===== src/rtl/wr_wave_pkg.sv =====
// Shared definitions for the write-wavefront controller.
//   - State encoding of the controller FSM (IDLE / RUN / FIN).
//   - step_w(): width of the step counter so that the last step
//     (N + WIDTH - 2, with N up to 2^ADDR_W) never overflows it.
package wr_wave_pkg;

  localparam logic [1:0] S_IDLE = 2'd0;
  localparam logic [1:0] S_RUN  = 2'd1;
  localparam logic [1:0] S_FIN  = 2'd2;

  typedef enum logic [1:0] {
    ST_IDLE = S_IDLE,
    ST_RUN  = S_RUN,
    ST_FIN  = S_FIN
  } state_e;

  function automatic int step_w(input int width, input int addr_w);
    return addr_w + $clog2(width) + 1;
  endfunction

endpackage


===== src/rtl/wr_wave_ctrl_if.sv =====
// Handshake / write-bus bundle between the control FSM, the wavefront
// controller and the column-banked output memory.
//   start, num_rows, base_addr, stall : job request and flow control
//   busy, done                        : job status back to the FSM
//   wr_en[WIDTH], wr_addr[WIDTH*ADDR_W]: per-bank write enable / address
// master = requesting FSM side, slave = wr_wave_ctrl.
interface wr_wave_ctrl_if #(
  parameter int WIDTH  = 16,
  parameter int ADDR_W = 8
);

  logic                      start;
  logic [ADDR_W:0]           num_rows;
  logic [ADDR_W-1:0]         base_addr;
  logic                      stall;
  logic                      busy;
  logic                      done;
  logic [WIDTH-1:0]          wr_en;
  logic [WIDTH*ADDR_W-1:0]   wr_addr;

  modport master (
    output start, num_rows, base_addr, stall,
    input  busy, done, wr_en, wr_addr
  );

  modport slave (
    input  start, num_rows, base_addr, stall,
    output busy, done, wr_en, wr_addr
  );

endinterface


===== src/rtl/wr_wave_lane.sv =====
// One bank lane of the write wavefront (purely combinational).
//   t    : current step
//   n    : rows in the job
//   base : first row address
//   col  : this lane's column index
//   en   : bank write enable, high for col <= t <= col+n-1
//   addr : (base + t - col) mod 2^ADDR_W when enabled, else 0
module wr_wave_lane
  import wr_wave_pkg::*;
#(
  parameter  int WIDTH  = 16,
  parameter  int ADDR_W = 8,
  localparam int TW     = step_w(WIDTH, ADDR_W)
) (
  input  logic [TW-1:0]     t,
  input  logic [ADDR_W:0]   n,
  input  logic [ADDR_W-1:0] base,
  input  logic [TW-1:0]     col,
  output logic              en,
  output logic [ADDR_W-1:0] addr
);

  // One extra bit so col + n cannot wrap in the window compare.
  logic [TW:0] t_x;
  logic [TW:0] c_x;
  logic [TW:0] end_x;

  assign t_x   = {1'b0, t};
  assign c_x   = {1'b0, col};
  assign end_x = c_x + {{(TW-ADDR_W){1'b0}}, n};

  assign en = (t_x >= c_x) && (t_x < end_x);

  // Address arithmetic is modulo 2^ADDR_W, so only the low bits matter.
  assign addr = en ? (base + t[ADDR_W-1:0] - col[ADDR_W-1:0]) : '0;

endmodule


===== src/rtl/wr_wave_ctrl.sv =====
// Write-wavefront controller: on an accepted start it sweeps a step
// counter t and emits the skewed per-bank write enables and addresses
// that store an N-row tile into WIDTH column banks.
//   clk, reset : clock, synchronous active-high reset
//   bus        : wr_wave_ctrl_if slave (start/num_rows/base_addr/stall in,
//                busy/done/wr_en/wr_addr out, all outputs registered)
module wr_wave_ctrl
  import wr_wave_pkg::*;
#(
  parameter int WIDTH  = 16,
  parameter int ADDR_W = 8
) (
  input  logic          clk,
  input  logic          reset,
  wr_wave_ctrl_if.slave bus
);

  localparam int TW = step_w(WIDTH, ADDR_W);
  localparam logic [ADDR_W:0] N_MAX = {1'b1, {ADDR_W{1'b0}}};

  state_e                  state_q, state_d;
  logic [TW-1:0]           t_q, t_d;
  logic [ADDR_W:0]         n_q, n_d;
  logic [ADDR_W-1:0]       base_q, base_d;
  logic [ADDR_W:0]         n_clamp;
  logic [TW-1:0]           last_t;

  logic [WIDTH-1:0]        lane_en;
  logic [WIDTH*ADDR_W-1:0] lane_addr;
  logic [WIDTH-1:0]        wr_en_d, wr_en_p1;
  logic [WIDTH*ADDR_W-1:0] wr_addr_d, wr_addr_p1;
  logic                    busy_p1, done_p1;

  // Any request above 2^ADDR_W has the top bit set and saturates.
  assign n_clamp = bus.num_rows[ADDR_W] ? N_MAX : bus.num_rows;
  assign last_t  = {{(TW-ADDR_W-1){1'b0}}, n_q} + TW'(WIDTH - 2);

  for (genvar c = 0; c < WIDTH; c++) begin : g_lane
    wr_wave_lane #(
      .WIDTH  (WIDTH),
      .ADDR_W (ADDR_W)
    ) u_lane (
      .t    (t_q),
      .n    (n_q),
      .base (base_q),
      .col  (TW'(c)),
      .en   (lane_en[c]),
      .addr (lane_addr[c*ADDR_W +: ADDR_W])
    );
  end

  always_comb begin
    state_d   = state_q;
    t_d       = t_q;
    n_d       = n_q;
    base_d    = base_q;
    wr_en_d   = '0;
    wr_addr_d = '0;
    case (state_q)
      ST_IDLE: begin
        if (bus.start) begin
          n_d     = n_clamp;
          base_d  = bus.base_addr;
          t_d     = '0;
          state_d = (n_clamp == '0) ? ST_FIN : ST_RUN;
        end
      end
      ST_RUN: begin
        // A stalled edge holds t and loads zeros into the outputs.
        if (!bus.stall) begin
          wr_en_d   = lane_en;
          wr_addr_d = lane_addr;
          t_d       = t_q + TW'(1);
          if (t_q == last_t) state_d = ST_FIN;
        end
      end
      ST_FIN:  state_d = ST_IDLE;
      default: state_d = ST_IDLE;
    endcase
  end

  // ---- stage p1: registered outputs and controller state ----
  always_ff @(posedge clk) begin
    if (reset) begin
      state_q    <= ST_IDLE;
      t_q        <= '0;
      n_q        <= '0;
      base_q     <= '0;
      wr_en_p1   <= '0;
      wr_addr_p1 <= '0;
      busy_p1    <= 1'b0;
      done_p1    <= 1'b0;
    end else begin
      state_q    <= state_d;
      t_q        <= t_d;
      n_q        <= n_d;
      base_q     <= base_d;
      wr_en_p1   <= wr_en_d;
      wr_addr_p1 <= wr_addr_d;
      // busy drops on the same edge that raises done.
      busy_p1    <= (state_d != ST_IDLE);
      done_p1    <= (state_q == ST_FIN);
    end
  end

  assign bus.wr_en   = wr_en_p1;
  assign bus.wr_addr = wr_addr_p1;
  assign bus.busy    = busy_p1;
  assign bus.done    = done_p1;

endmodule

===== src/flat_wrapper.sv =====
// flat-port wrapper written by rule: the top's interface ports become plain ports
module wr_wave_ctrl_flat import wr_wave_pkg::*;
#(
  parameter int WIDTH  = 16,
  parameter int ADDR_W = 8
)
  (clk, reset, bus_start, bus_num_rows, bus_base_addr, bus_stall, bus_busy, bus_done, bus_wr_en, bus_wr_addr);
  wr_wave_ctrl_if #(.WIDTH(WIDTH), .ADDR_W(ADDR_W)) bus_i ();
  input  logic clk;
  input  logic reset;
  input wire logic [$bits(bus_i.start)-1:0] bus_start;
  input wire logic [$bits(bus_i.num_rows)-1:0] bus_num_rows;
  input wire logic [$bits(bus_i.base_addr)-1:0] bus_base_addr;
  input wire logic [$bits(bus_i.stall)-1:0] bus_stall;
  output wire logic [$bits(bus_i.busy)-1:0] bus_busy;
  output wire logic [$bits(bus_i.done)-1:0] bus_done;
  output wire logic [$bits(bus_i.wr_en)-1:0] bus_wr_en;
  output wire logic [$bits(bus_i.wr_addr)-1:0] bus_wr_addr;
  assign bus_i.start = bus_start;
  assign bus_i.num_rows = bus_num_rows;
  assign bus_i.base_addr = bus_base_addr;
  assign bus_i.stall = bus_stall;
  assign bus_busy = bus_i.busy;
  assign bus_done = bus_i.done;
  assign bus_wr_en = bus_i.wr_en;
  assign bus_wr_addr = bus_i.wr_addr;
  wr_wave_ctrl #(.WIDTH(WIDTH), .ADDR_W(ADDR_W)) u_core (.clk(clk), .reset(reset), .bus(bus_i));
endmodule

===== config.mk =====
export PLATFORM = sky130hd
export DESIGN_NAME = wr_wave_ctrl_flat
export DESIGN_NICKNAME = d
export VERILOG_FILES = /design/src/rtl/wr_wave_pkg.sv /design/src/rtl/wr_wave_ctrl_if.sv /design/src/rtl/wr_wave_lane.sv /design/src/rtl/wr_wave_ctrl.sv /design/src/flat_wrapper.sv
export SDC_FILE = /design/constraint.sdc
export NUM_CORES = 1
export LEC_CHECK = 0
export CAP_MARGIN = 10
export CORE_UTILIZATION = 59
export CTS_CLUSTER_DIAMETER = 150
export DETAILED_ROUTE_END_ITERATION = 8
export DONT_BUFFER_PORTS = 1
export MAX_ROUTING_LAYER = met4
export PLACE_DENSITY = 0.77
export SYNTH_ARGS = -nofsm -noshare
export SYNTH_HDL_FRONTEND = slang
export SYNTH_SLANG_ARGS = --single-unit

===== constraint.sdc =====
create_clock -name clk -period 3.27 [get_ports clk]
set_clock_uncertainty 0.1 [all_clocks]
set_input_delay 0.327 -clock clk [delete_from_list [all_inputs] [get_ports clk]]
set_output_delay 0.327 -clock clk [all_outputs]
set_load 0.02 [all_outputs]

==> results of run 1 <==
## cell type report
class | count | area (um^2)
Clock buffer | 17 | 425
Clock inverter | 15 | 193
Fill cell | 1397 | 5550
Inverter | 50 | 189
Multi-Input combinational cell | 973 | 7290
Sequential cell | 178 | 3560
Tap cell | 229 | 287
Timing Repair Buffer | 92 | 776
## timing repair
action,4_1_cts,5_1_grt
hold endpoints to repair,23,0
buffers inserted,0,0
resized for setup,2,19
hold buffers,24,0
pin swaps,0,0
endpoints found under the setup margin,22,39
## cells in the mapped netlist (2+ instances only)
master / number / area share
or2_2: 2 / 0.0011
clkbuf_1: 36 / 0.012
nor2_1: 126 / 0.042
o211ai_1: 4 / 0.0027
ha_1: 165 / 0.19
a2111oi_1: 3 / 0.0027
nor2b_1: 18 / 0.010
a211oi_2: 2 / 0.0022
xnor2_2: 2 / 0.0029
nor3_1: 102 / 0.046
o21bai_1: 3 / 0.0020
o21ai_0: 40 / 0.018
nand2_1: 84 / 0.028
a31oi_1: 2 / 0.0011
buf_2: 7 / 0.0031
o21ai_2: 2 / 0.0016
o31ai_2: 2 / 0.0022
a21o_1: 13 / 0.0088
a211oi_1: 14 / 0.0094
a2111oi_2: 5 / 0.0067
nor4_2: 2 / 0.0022
xor2_1: 19 / 0.015
or3_1: 5 / 0.0028
a21oi_1: 72 / 0.032
nor3b_1: 24 / 0.016
inv_1: 43 / 0.014
and3_1: 6 / 0.0034
buf_4: 4 / 0.0027
nand4_1: 9 / 0.0051
a211o_1: 7 / 0.0055
inv_2: 4 / 0.0013
nand3_2: 3 / 0.0027
clkinv_1: 3 / 0.0010
o2111ai_1: 7 / 0.0055
nand2b_1: 14 / 0.0079
a21boi_0: 14 / 0.0094
dfxtp_1: 178 / 0.32
nand3b_1: 8 / 0.0054
o21a_1: 3 / 0.0020
nand3_1: 16 / 0.0072
a2111oi_4: 3 / 0.0074
buf_1: 6 / 0.0020
xnor2_1: 145 / 0.11
nor4_1: 3 / 0.0017
## worst max path at each step
stage / startpoint / endpoint / slack [ns] / cells after the start
floorplan: u_core.n_q[3]$_SDFFE_PP0P_ / u_core.state_q[0]$_SDFF_PP0_ / 0.02 / 13
finish: u_core.t_q[0]$_SDFFE_PP0P_ / u_core.bus.wr_addr[22]$_SDFF_PP0_ / 0.15 / 9
detailed placement: u_core.t_q[0]$_SDFFE_PP0P_ / u_core.bus.wr_addr[79]$_SDFF_PP0_ / -0.26 / 9
global placement: u_core.t_q[0]$_SDFFE_PP0P_ / u_core.bus.wr_addr[79]$_SDFF_PP0_ / -0.09 / 9
global route: u_core.n_q[2]$_SDFFE_PP0P_ / u_core.state_q[0]$_SDFF_PP0_ / 0.007 / 13
CTS: u_core.t_q[0]$_SDFFE_PP0P_ / u_core.bus.wr_addr[22]$_SDFF_PP0_ / 0.01 / 9
## power groups by stage
stage | sequential (uW) | clock (uW) | combinational (uW)
after global routing | 2200 | 2210 | 876
after detailed placement | 2250 | 0 | 744
after global placement | 2250 | 0 | 729
final | 2200 | 2110 | 813
after CTS | 2200 | 2100 | 785
after floorplan | 2250 | 0 | 575
## cell usage in the layout (no fill, tap or decap), types with 4 or more instances in the layout
cell and n:
dfxtp_1 178, ha_1 162, xnor2_1 144, nor2_1 125
nor3_1 102, nand2_1 84, a21oi_1 69, buf_4 66
inv_1 43, o21ai_0 36, nor3b_1 24, dlygate4sd3_1 24
xor2_1 18, nor2b_1 18, clkbuf_16 17, nand3_1 15
nand2b_1 14, a21o_1 13, a21boi_0 13, a211oi_1 12
nand4_1 9, nand3b_1 8, o2111ai_1 7, a211o_1 7
and3_1 6, a2111oi_2 6, or3_1 5, inv_8 5
inv_2 4, a211oi_2 4, nand3_2 4, o211ai_1 4
clkinv_8 4
## per-layer routing
metal | vias to the layer above | GRT usage
li1 | 4472 | -
met1 | 4551 | 0.426
met2 | 496 | 0.579
met3 | 113 | 0.0568
met4 | 0 | 0.177
met5 | - | -
## worst max-delay path, cell delays in order, from the launching register on
cell      delay (ns)
dfxtp_1         0.32
ha_1            0.23
fa_1            0.51
xor2_4          0.43
inv_2           0.24
ha_1            0.28
a21boi_0        0.28
nor3b_1         0.36
xnor2_1         0.17
nor2_1          0.05
## logic make-up after synthesis
kind of cell / count (synthesis) / synth area share
AO/OA/AOI/OAI: 211 / 0.135
XOR/XNOR: 166 / 0.132
adder cells (fa/ha/maj): 166 / 0.187
buffers and inverters: 104 / 0.0378
flip-flops: 178 / 0.320
AND/OR/NAND/NOR: 430 / 0.189
## registers in the layout, indices dropped and copies added, names as in the netlist
name                flops
u_core.bus.wr_addr    128
u_core.bus.wr_en       16
u_core.t_q             13
u_core.n_q              9
u_core.base_q           8
u_core.state_q          2
u_core.bus.busy         1
u_core.bus.done         1
## stage by stage
step	hold slack [ns]	util	cell area, um^2	total power [uW]
3_5_place_dp	0.301	0.644	11800	3000
3_3_place_gp	0.298	0.644	11800	2980
6_report	0.0263	0.696	12700	5120
4_1_cts	0.00446	0.692	12600	5090
2_1_floorplan	0.340	-	11200	2820
5_1_grt	0.0262	0.696	12700	5280
==> flow_summary.toml, run 1 <==
[floorplan]
die_w_um = 139
std_cell_rows = 49
start_util = 0.610
ios = 167
die-area_um2 = 19400
design.core.area_um2 = 18300
die_h_um = 139

[clock_tree]
cts_buffers = 17
cts_tree = "built"
root_buffer = "clkbuf_16"
clk_latency_ns = 0.44
cts.reportedPaths.clkPinSlew_ns = 0.08
cts.path.max_buffers = 2
cts_num_sinks = 178
htree_num_levels = 4

[sta]
finalSetupViolCount = 0
fin_crit_ns = 3.12
rsz0062_at_grt = "false"
finalSetupTns_ns = 0
slew_headroom = 0.405
worst_slack_ns = 0.148
worst_pin_slew_ns = 0.890
drv_slew = 0
min_period_over_period = 0.955
max_freq_mhz = 320
report.final.hold_viol_count = 0

[route]
antenna_left = 0
wl_met3_um = 2510
first_pass_iters = 6
dr.first_iter.drc_count = 931
drc = 0
wl_per_cell_um = 21.4
route.vias.total = 9632
top_layer = "met4"
dr_wl_met2_um = 15600
vias_per_cell = 6.20
wl_met1_um = 13600
routed_wirelength_um = 33200

[placement]
dp_slack_ns = -0.259
gp_congestion = 1.02
io_buffers = 0
hpwl_um = 23400
placed_cells = 1498

[critical_path]
r2r_start = "u_core.t_q[0]$_SDFFE_PP0P_"
worstSetupPathType = "reg2reg"
crit_arrival_ns = 3.33
worstRegToRegCells = 9
start_kind = "flop"
r2r-end = "u_core.bus.wr_addr[22]$_SDFF_PP0_"
worstSetupEndpointType = "flop"
r2r_slack_ns = 0.15
crit_fanout = 13
cp.required_ns = 3.47

[synth]
synth_seq_cells = 178
postSynthAreaPerCell_um2 = 8.88
ys_seq_area_frac = 0.320
ys_types = 69
synthFlopType = "dfxtp_1"
synth_nets = 1442
syn-instance-count = 1255
ys_async_sr_fraction = 0
syn-cell-area_um2 = 11100
synth_edf_count = 0
yosys_warnings = 0

[hold_path]
holdPathEnd = "u_core.n_q[1]$_SDFFE_PP0P_"
worstHoldPathType = "in2reg"
hp-start = "bus_num_rows[8]"
whs_path_depth = 2

[grt]
grt_overflow = 0
grt_max_degree = 47
grt_antenna_before_repair = 0
grt_usage = 0.356
grt_pass1_wl_um = 52100
grt_pass1_vias = 9497

[power_and_ir_drop]
p_int_uw = 3630
pwr-share-comb = 0.159
switching_power_uw = 1500
p_sw_frac = 0.292
p_leak_uw = 0.00523
irDropWorstVdd_mv = 0.363
clkPwrFrac = 0.412
power_frac_seq = 0.430
pwr_density_cell_nw_per_um2 = 403

[run_status]
status = "complete, no violations"

[finish]
drive_above_1_share = 0.117
area.growth.synth_to_final_pct = 14.1
antenna_cells = 0
final_nets = 1499
fin_cells = 1554

[flow_run]
cap_violations = 0
Note: power is estimated with default switching activity, not from simulation.
==> inputs of run 2 (changes only) <==
- GPL_TIMING_DRIVEN: not set -> 1
==> results of run 2 <==
Final layout, timing and power as in run 1 (identical DEF).
==> inputs of run 3 (changes only) <==
- CORE_ASPECT_RATIO: not set -> 0.5
- GPL_TIMING_DRIVEN: 1 -> 0
==> flow_summary.toml, run 3 (synthesis gave the netlist of run 1 again) <==
[run_status]
status = "complete, but fails checks"
violations = "setup timing"

[critical_path]
startpoint = "u_core.t_q[0]$_SDFFE_PP0P_"
r2r_slack_ns = -0.01
crit_arrival_ns = 3.52
crit_fanout = 13
start_kind = "flop"
worstSetupPathType = "reg2reg"
worstSetupEndpointType = "flop"
r2r_start = "u_core.t_q[0]$_SDFFE_PP0P_"
cp.required_ns = 3.51

[sta]
report.final.hold_viol_count = 0
finalSetupViolCount = 1
drv_slew = 0
min_period_over_period = 1.00
worst_slack_ns = -0.00957
max_freq_mhz = 305
slew_headroom = 0.324
worst_pin_slew_ns = 1.01
fin_crit_ns = 3.28

[clock_tree]
cts.path.max_buffers = 2
root_buffer = "clkbuf_16"
htree_num_levels = 4
cts_tree = "built"
cts_buffers = 17
clk_latency_ns = 0.45
cts.reportedPaths.clkPinSlew_ns = 0.09
cts_num_sinks = 178

[finish]
seqCellArea_um2 = 3600
area.growth.synth_to_final_pct = 18.1
nFillCells = 1372
layout_commonest_cell = "dfxtp_1"
multiInputGateArea_um2 = 7630
final_cell_mix = "dfxtp_1, ha_1, xnor2_1, nor2_1, nor3_1"
fin_area_um2 = 13200
drive_above_1_share = 0.153
final_nets = 1503
largest_register_ffs = 128
final_core_utilization = 0.714

[floorplan]
std_cell_rows = 35
ios = 167
die_h_um = 99.2
start_util = 0.605
design.core.area_um2 = 18400
die_w_um = 196
die-area_um2 = 19500

[route]
vias_per_cell = 6.30
routed_wirelength_um = 38200
drc = 0
antenna_left = 0
dr.first_iter.drc_count = 1034
route.vias.total = 10000
first_pass_iters = 6
wl_per_cell_um = 24.0

[hold_path]
worstHoldPathType = "in2reg"
hp-start = "bus_num_rows[1]"

[placement]
place_area_um2 = 11500
io_buffers = 0
gp_congestion = 1.04
hpwl_um = 25900

[power_and_ir_drop]
pwr_density_cell_nw_per_um2 = 410
irDropWorstVdd_mv = 0.346
p_leak_uw = 0.00524

[grt]
grt_max_degree = 23
grt_pass1_wl_um = 56900
grt_antenna_before_repair = 0
grt_pass1_vias = 9561
grt_overflow = 0
grt_usage = 0.400

[flow_run]
cap_violations = 0
## run 3: what timing repair did
action | 4_1_cts | 5_1_grt
setup buffers | 10 | 16
gates resized for setup | 90 | 68
pin swaps | 5 | 10
hold buffers | 17 | 0
setup endpoints to repair | 142 | 126
endpoints found under the hold margin | 17 | 0
gates cloned | 0 | 1
## run 3: worst paths after layout
| check | to | depth (start not counted) |
|---|---|---|
| setup reg to reg | u_core.bus.wr_addr[79]$_SDFF_PP0_ | 11 |
| hold reg to reg | u_core.base_q[5]$_SDFFE_PP0P_ | 2 |
| hold / removal | u_core.state_q[1]$_SDFF_PP0_ | 3 |
| setup / recovery | u_core.bus.wr_addr[79]$_SDFF_PP0_ | 11 |
## run 3: critical path, cell delays in order (launching register included)
cell	delay, ns
dfxtp_2	0.39
ha_1	0.27
fa_2	0.40
buf_12	0.15
xor2_4	0.30
buf_6	0.22
inv_4	0.11
ha_1	0.20
a21bo_2	0.26
a2111oi_2	0.41
xnor2_1	0.10
nor3_1	0.22
## run 3: final cells by class
type,instances,share of cell area
multi-input combinational,974,0.580
inverter,50,0.0163
clock inverter,15,0.0179
sequential,178,0.273
timing repair buffer,47,0.0339
tap,259,0.0246
antenna,1,0.000190
clock buffer,17,0.0323
buffer,48,0.0217
## run 3: layer usage
metal | routed length, um | track usage | vias to the layer above
met3 | 4000 | 0.0990 | 124
met2 | 16300 | 0.595 | 642
li1 | - | - | 4481
met5 | 0 | - | -
met4 | 1310 | 0.154 | 0
met1 | 16700 | 0.522 | 4759
## run 3: power breakdown
group	internal, uW	switching (uW)	total, uW
combinational	359	529	889
clock	1140	1170	2310
sequential	2180	25.5	2200
total	3680	1730	5400
## run 3: per-stage QoR
| stage | setup TNS (ns) | cells | power, uW | hold WS (ns) | worst slack [ns] |
|---|---|---|---|---|---|
| 6_report | -0.00957 | 1589 | 5400 | 0.132 | -0.00957 |
| 5_1_grt | -0.0879 | 1588 | 5520 | 0.230 | -0.0525 |
| 4_1_cts | 0 | 1572 | 5310 | 0.128 | 0.000285 |
| 3_5_place_dp | -110.80 | 1518 | 3010 | 0.369 | -1.23 |
| 3_3_place_gp | -126.56 | 1514 | 2990 | 0.357 | -1.57 |
| 2_1_floorplan | 0 | 1255 | 2820 | 0.340 | 0.0184 |
